[config.mk]
export PLATFORM = sky130hd
export DESIGN_NAME = vram_arbiter
export DESIGN_NICKNAME = d
export VERILOG_FILES = /design/src/rtl/vram_arbiter.sv
export SDC_FILE = /design/constraint.sdc
export NUM_CORES = 1
export LEC_CHECK = 0
export CORE_ASPECT_RATIO = 2
export CORE_UTILIZATION = 49
export CTS_CLUSTER_DIAMETER = 60
export CTS_CLUSTER_SIZE = 10
export DETAILED_ROUTE_END_ITERATION = 10
export GPL_ROUTABILITY_DRIVEN = 0
export PLACE_DENSITY = 0.84
export RECOVER_POWER = 50
export SYNTH_ARGS = -nofsm -noshare
export SYNTH_HDL_FRONTEND = slang
export SYNTH_SLANG_ARGS = --single-unit
export TNS_END_PERCENT = 10
[constraint.sdc]
create_clock -name clk -period 4.3 [get_ports clk]
set_input_delay 1.075 -clock clk [delete_from_list [all_inputs] [get_ports clk]]
set_output_delay 1.075 -clock clk [all_outputs]
set_load 0.1 [all_outputs]
[src/rtl/vram_arbiter.sv]
// Single-port frame-memory arbiter: display reads pre-empt buffered pixel writes.
// Reads: address same cycle, data one cycle later. Writes: commit one cycle after accept at the earliest.
// Backpressure: wr_ready falls only while the 2-entry write buffer is full; display is never stalled.
module vram_arbiter #(
   parameter int ADDR_W = 17,
   parameter int DATA_W = 12,
   parameter int DEPTH  = 76800
) (
   input  logic              clk,
   input  logic              rst,
   input  logic              disp_valid,
   input  logic [ADDR_W-1:0] disp_addr,
   output logic [DATA_W-1:0] disp_data,
   input  logic              wr_valid,
   output logic              wr_ready,
   input  logic [ADDR_W-1:0] wr_addr,
   input  logic [DATA_W-1:0] wr_data,
   output logic              wr_done,
   input  logic              err_clr,
   output logic              err,
   output logic [ADDR_W-1:0] mem_addr,
   output logic              mem_we,
   output logic [DATA_W-1:0] mem_din,
   input  logic [DATA_W-1:0] mem_dout
);

   // One extra bit so DEPTH itself (2^ADDR_W boundary cases included) fits the compare.
   localparam logic [ADDR_W:0] DEPTH_X = (ADDR_W+1)'(DEPTH);

   typedef enum logic [1:0] {
      EMPTY = 2'd0,
      ONE   = 2'd1,
      FULL  = 2'd2
   } occ_t;

   occ_t              state;
   occ_t              state_nxt;

   // Head slot is always the oldest entry; tail slot is only valid in FULL.
   logic [ADDR_W-1:0] head_addr;
   logic [DATA_W-1:0] head_data;
   logic [ADDR_W-1:0] tail_addr;
   logic [DATA_W-1:0] tail_data;

   logic              accept;
   logic              drain;
   logic              head_in_range;
   logic              load_head_wr;
   logic              load_head_tail;
   logic              load_tail_wr;
   logic              rd_issued;

   // Ready comes straight from the occupancy register so it never loops through the writer.
   assign wr_ready      = (state != FULL);
   assign accept        = wr_valid && wr_ready;
   assign drain         = !disp_valid && (state != EMPTY);
   assign head_in_range = ({1'b0, head_addr} < DEPTH_X);

   // Occupancy register.
   always_ff @(posedge clk or negedge rst) begin
      if (!rst) begin
         state <= EMPTY;
      end else begin
         state <= state_nxt;
      end
   end

   // Next occupancy and which slot loads what; an accept in EMPTY only fills the buffer,
   // it never reaches memory the same cycle.
   always_comb begin
      state_nxt      = state;
      load_head_wr   = 1'b0;
      load_head_tail = 1'b0;
      load_tail_wr   = 1'b0;
      case (state)
         EMPTY: begin
            if (accept) begin
               state_nxt    = ONE;
               load_head_wr = 1'b1;
            end
         end
         ONE: begin
            if (accept && drain) begin
               // Old head leaves, new entry becomes the head: order preserved.
               load_head_wr = 1'b1;
            end else if (accept) begin
               state_nxt    = FULL;
               load_tail_wr = 1'b1;
            end else if (drain) begin
               state_nxt = EMPTY;
            end
         end
         FULL: begin
            // wr_ready is low here, so only a drain can happen.
            if (drain) begin
               state_nxt      = ONE;
               load_head_tail = 1'b1;
            end
         end
         default: begin
            state_nxt = EMPTY;
         end
      endcase
   end

   // Buffer storage; contents are don't-care once the occupancy says the slot is empty.
   always_ff @(posedge clk or negedge rst) begin
      if (!rst) begin
         head_addr <= '0;
         head_data <= '0;
         tail_addr <= '0;
         tail_data <= '0;
      end else begin
         if (load_head_wr) begin
            head_addr <= wr_addr;
            head_data <= wr_data;
         end else if (load_head_tail) begin
            head_addr <= tail_addr;
            head_data <= tail_data;
         end
         if (load_tail_wr) begin
            tail_addr <= wr_addr;
            tail_data <= wr_data;
         end
      end
   end

   // Memory port mux: display read wins, otherwise drain the head, otherwise park at zero.
   always_comb begin
      mem_addr = '0;
      mem_we   = 1'b0;
      mem_din  = '0;
      if (disp_valid) begin
         mem_addr = disp_addr;
      end else if (drain) begin
         mem_addr = head_addr;
         mem_din  = head_data;
         mem_we   = head_in_range;
      end
   end

   // Track which cycles carry read data back from memory, and flag committed writes.
   always_ff @(posedge clk or negedge rst) begin
      if (!rst) begin
         rd_issued <= 1'b0;
         wr_done   <= 1'b0;
      end else begin
         rd_issued <= disp_valid;
         wr_done   <= mem_we;
      end
   end

   // Sticky out-of-range flag; a new violation beats a simultaneous clear.
   always_ff @(posedge clk or negedge rst) begin
      if (!rst) begin
         err <= 1'b0;
      end else if (drain && !head_in_range) begin
         err <= 1'b1;
      end else if (err_clr) begin
         err <= 1'b0;
      end
   end

   assign disp_data = rd_issued ? mem_dout : '0;

endmodule

==> impl_metrics.py <==
metrics = {
    "status": {
        "status": "finished with violations",
        "violations": "capacitance limit, slew limit",
    },
    "clock_tree": {
        "cts_resized": 0,
        "cts_setup_buffers": 0,
        "htree_levels": 3,
        "cts_tree": "done",
        "cts_max_path_buffers": 2,
        "ctsRootBufferMaster": "clkbuf_16",
        "cts_sinks": 63,
        "holdBufCountCts": 0,
        "cts_buffers": 9,
        "clock_latency_ns": 0.33,
        "clkSlewWorstSetupHoldPaths_ns": 0.05,
    },
    "critical_path": {
        "slowest_stage": "nor2_1",
        "r2r_start": "state[0]$_DFFE_PN0P_",
        "worstRegToRegCells": 4,
        "end_kind": "output port",
        "r2r_setup_slack_ns": 1.85,
        "cp_max_fo": 11,
        "critPathLaunch": "disp_valid",
        "cp_cell_sequence": "clkdlybuf4s50_1 > nor2_1 > a21boi_0 > buf_12",
        "crit_path_start_kind": "input pin",
        "crit_path_end": "mem_we",
        "critPathMaxStageDelay_ns": 0.61,
        "crit_type": "input pin to output port",
        "critPathArrivalTime_ns": 2.81,
        "r2r-end": "head_data[4]$_DFFE_PN0P_",
        "cp.required_ns": 3.22,
    },
    "placed_design": {
        "port_buffers": 107,
        "dpl.hpwl_um": 5860,
        "place_ws_ns": 0.672,
        "place_area_um2": 4570,
    },
    "final_layout": {
        "syn2layout_area_growth_pct": 51.7,
        "design_area_um2": 4820,
        "final_util_pct": 76.9,
        "diodes": 0,
        "fin_nets": 456,
        "multiInputGateArea_um2": 1460,
        "final-seq-area_um2": 1580,
        "drive_gt1_share_pct": 22.6,
        "nFillCells": 411,
    },
    "logic_synthesis": {
        "synth_nets": 361,
        "synth_top_area_cell": "dfrtp_1",
        "synthCells": 298,
        "synth-edff-count": 0,
        "synth_most_common_cell": "dfrtp_1",
        "synth_seq_cells": 63,
        "syn-cell-area_um2": 3180,
        "ys_types": 25,
        "syn_area_per_cell_um2": 10.7,
        "yosys.area.top_type_share_pct": 49.6,
        "yosysWarnings": 0,
        "synth.area.top_cells": "dfrtp_1 50%, mux2_2 10%, a211oi_1 6.1%, a31oi_1 5.1%, and2_1 4.9%",
        "netlist_top_cells_count": "63 x dfrtp_1, 30 x o21ai_0, 29 x mux2_2, 29 x nand3_1",
        "ys_seq_area_share_pct": 49.6,
        "synthFlopType": "dfrtp_1",
        "async_flop_share_pct": 100,
    },
    "sta": {
        "timing.fmax_mhz": 257,
        "tns_ns": 0,
        "setup-violations-final": 0,
        "worst_pin_slew_ns": 1.97,
        "timing.final.crit_share_pct": 90.4,
        "rsz0062_at_grt": "false",
        "maxSlewViolCount": 38,
        "worst_clock_skew_ns": 0.00435,
        "slew-limit-headroom_pct": -31.0,
        "hold_viol": 0,
        "min_period_ns": 3.89,
        "setup_slack_ns": 0.415,
    },
    "power_and_ir_drop": {
        "p_sw_share_pct": 43.8,
        "p_leak_nw": 1.96,
        "switchingPower_mw": 1.56,
        "ir_drop_v": 0.000471,
        "p_int_mw": 2.00,
        "p_clk_share_pct": 18.6,
        "p_comb_share_pct": 51.5,
        "power_density_nw_per_um2": 738,
        "seq_power_share_pct": 29.9,
    },
    "detailed_routing": {
        "drt_iter0_markers": 202,
        "drcViolationCount": 0,
        "wl_um": 8940,
        "routedWlPerCell_um": 18.5,
        "drt-pass1-iter-count": 4,
        "vias": 2910,
        "vias_per_cell": 6.01,
        "ant_nets": 0,
    },
    "floorplan": {
        "rows": 41,
        "die_width_um": 58.9,
        "die_h_um": 116,
        "io_pins": 108,
        "core_um2": 6260,
        "die_area_um2": 6830,
        "start_util_pct": 50.7,
    },
    "global_route": {
        "grt_pass1_vias": 2840,
        "gr-total-overflow": 0,
        "grt_usage_pct": 27.5,
        "grt_pass1_wl_um": 13800,
        "antenna_found_initial": 0,
        "grt_max_degree": 57,
    },
    "run": {
        "maxCapViolCount": 1,
    },
    "min_path": {
        "hold_path.class": "register to register",
    },
}
power by group through the flow:
stage / logic [mW] / registers [mW] / clock network (mW)
5_1_grt: 1.92 / 1.09 / 0.686
2_1_floorplan: 1.22 / 1.06 / 0
3_3_place_gp: 1.79 / 1.05 / 0
4_1_cts: 1.84 / 1.06 / 0.670
3_5_place_dp: 1.83 / 1.06 / 0
6_report: 1.83 / 1.06 / 0.662
registers in the layout, indices dropped and copies added, names as in the netlist:
signal     cells
tail_data     12
tail_addr     17
head_addr     17
err            1
state          2
wr_done        1
head_data     12
rd_issued      1
worst min-delay path by stage:
stage / start / end / cells after the start / slack [ns]
2_1_floorplan: tail_addr[0]$_DFFE_PN0P_ / tail_addr[0]$_DFFE_PN0P_ / 1 / 0.47
3_3_place_gp: err$_DFFE_PN0P_ / err$_DFFE_PN0P_ / 1 / 0.47
3_5_place_dp: err$_DFFE_PN0P_ / err$_DFFE_PN0P_ / 1 / 0.48
4_1_cts: err$_DFFE_PN0P_ / err$_DFFE_PN0P_ / 1 / 0.49
5_1_grt: tail_addr[11]$_DFFE_PN0P_ / tail_addr[11]$_DFFE_PN0P_ / 1 / 0.50
6_report: err$_DFFE_PN0P_ / err$_DFFE_PN0P_ / 1 / 0.49
stage by stage:
stage / power [mW] / instances / hold WS (ns)
after floorplan: 2.28 / 298 / 0.473
after global placement: 2.84 / 468 / 0.472
after detailed placement: 2.89 / 468 / 0.481
after CTS: 3.57 / 484 / 0.493
after global routing: 3.69 / 484 / 0.500
final: 3.56 / 484 / 0.491
critical path: cells and delay by family:
| kind | cells | cell delay, ns |
|---|---|---|
| compound gates | 1 | 0.45 |
| buf+inv | 2 | 0.67 |
| simple gates | 1 | 0.61 |
per-layer routing:
| metal | share of wire [%] | GRT usage [%] | up-vias |
|---|---|---|---|
| met4 | 3.6 | 15.2 | 0 |
| met3 | 6.6 | 6.03 | 28 |
| met5 | 0 | 0 | - |
| met2 | 55 | 49.5 | 149 |
| li1 | - | - | 1306 |
| met1 | 35 | 28.5 | 1427 |
cell families after synthesis:
logic type,count (synthesis),share of synthesized area [%]
DFF,63,49.6
AOI/OAI and AO/OA,106,22.7
buffers and inverters,33,5.00
and+or+nand+nor,63,11.1
muxes,33,11.5
layout make-up:
class	count	area share, %
flip-flops and latches	63	32.7
clock buffers	16	5.64
inverters	2	0.156
repair buffers	115	29.0
well taps	86	2.23
multi-input cells	202	30.2
cells in the final DEF, fill, tap and decap left out, types with 2 or more instances in the layout:
cell type,n
o21ai_0,30
mux2i_1,4
nand2b_1,2
mux2_2,28
a31oi_1,26
buf_12,31
and2_1,24
inv_1,2
clkbuf_16,9
nor2_1,3
clkbuf_1,9
clkbuf_8,2
dfrtp_1,63
clkdlybuf4s50_1,63
nand3_1,29
a22o_1,17
buf_4,16
a211oi_1,26
Note: power is estimated with default switching activity, not from simulation.
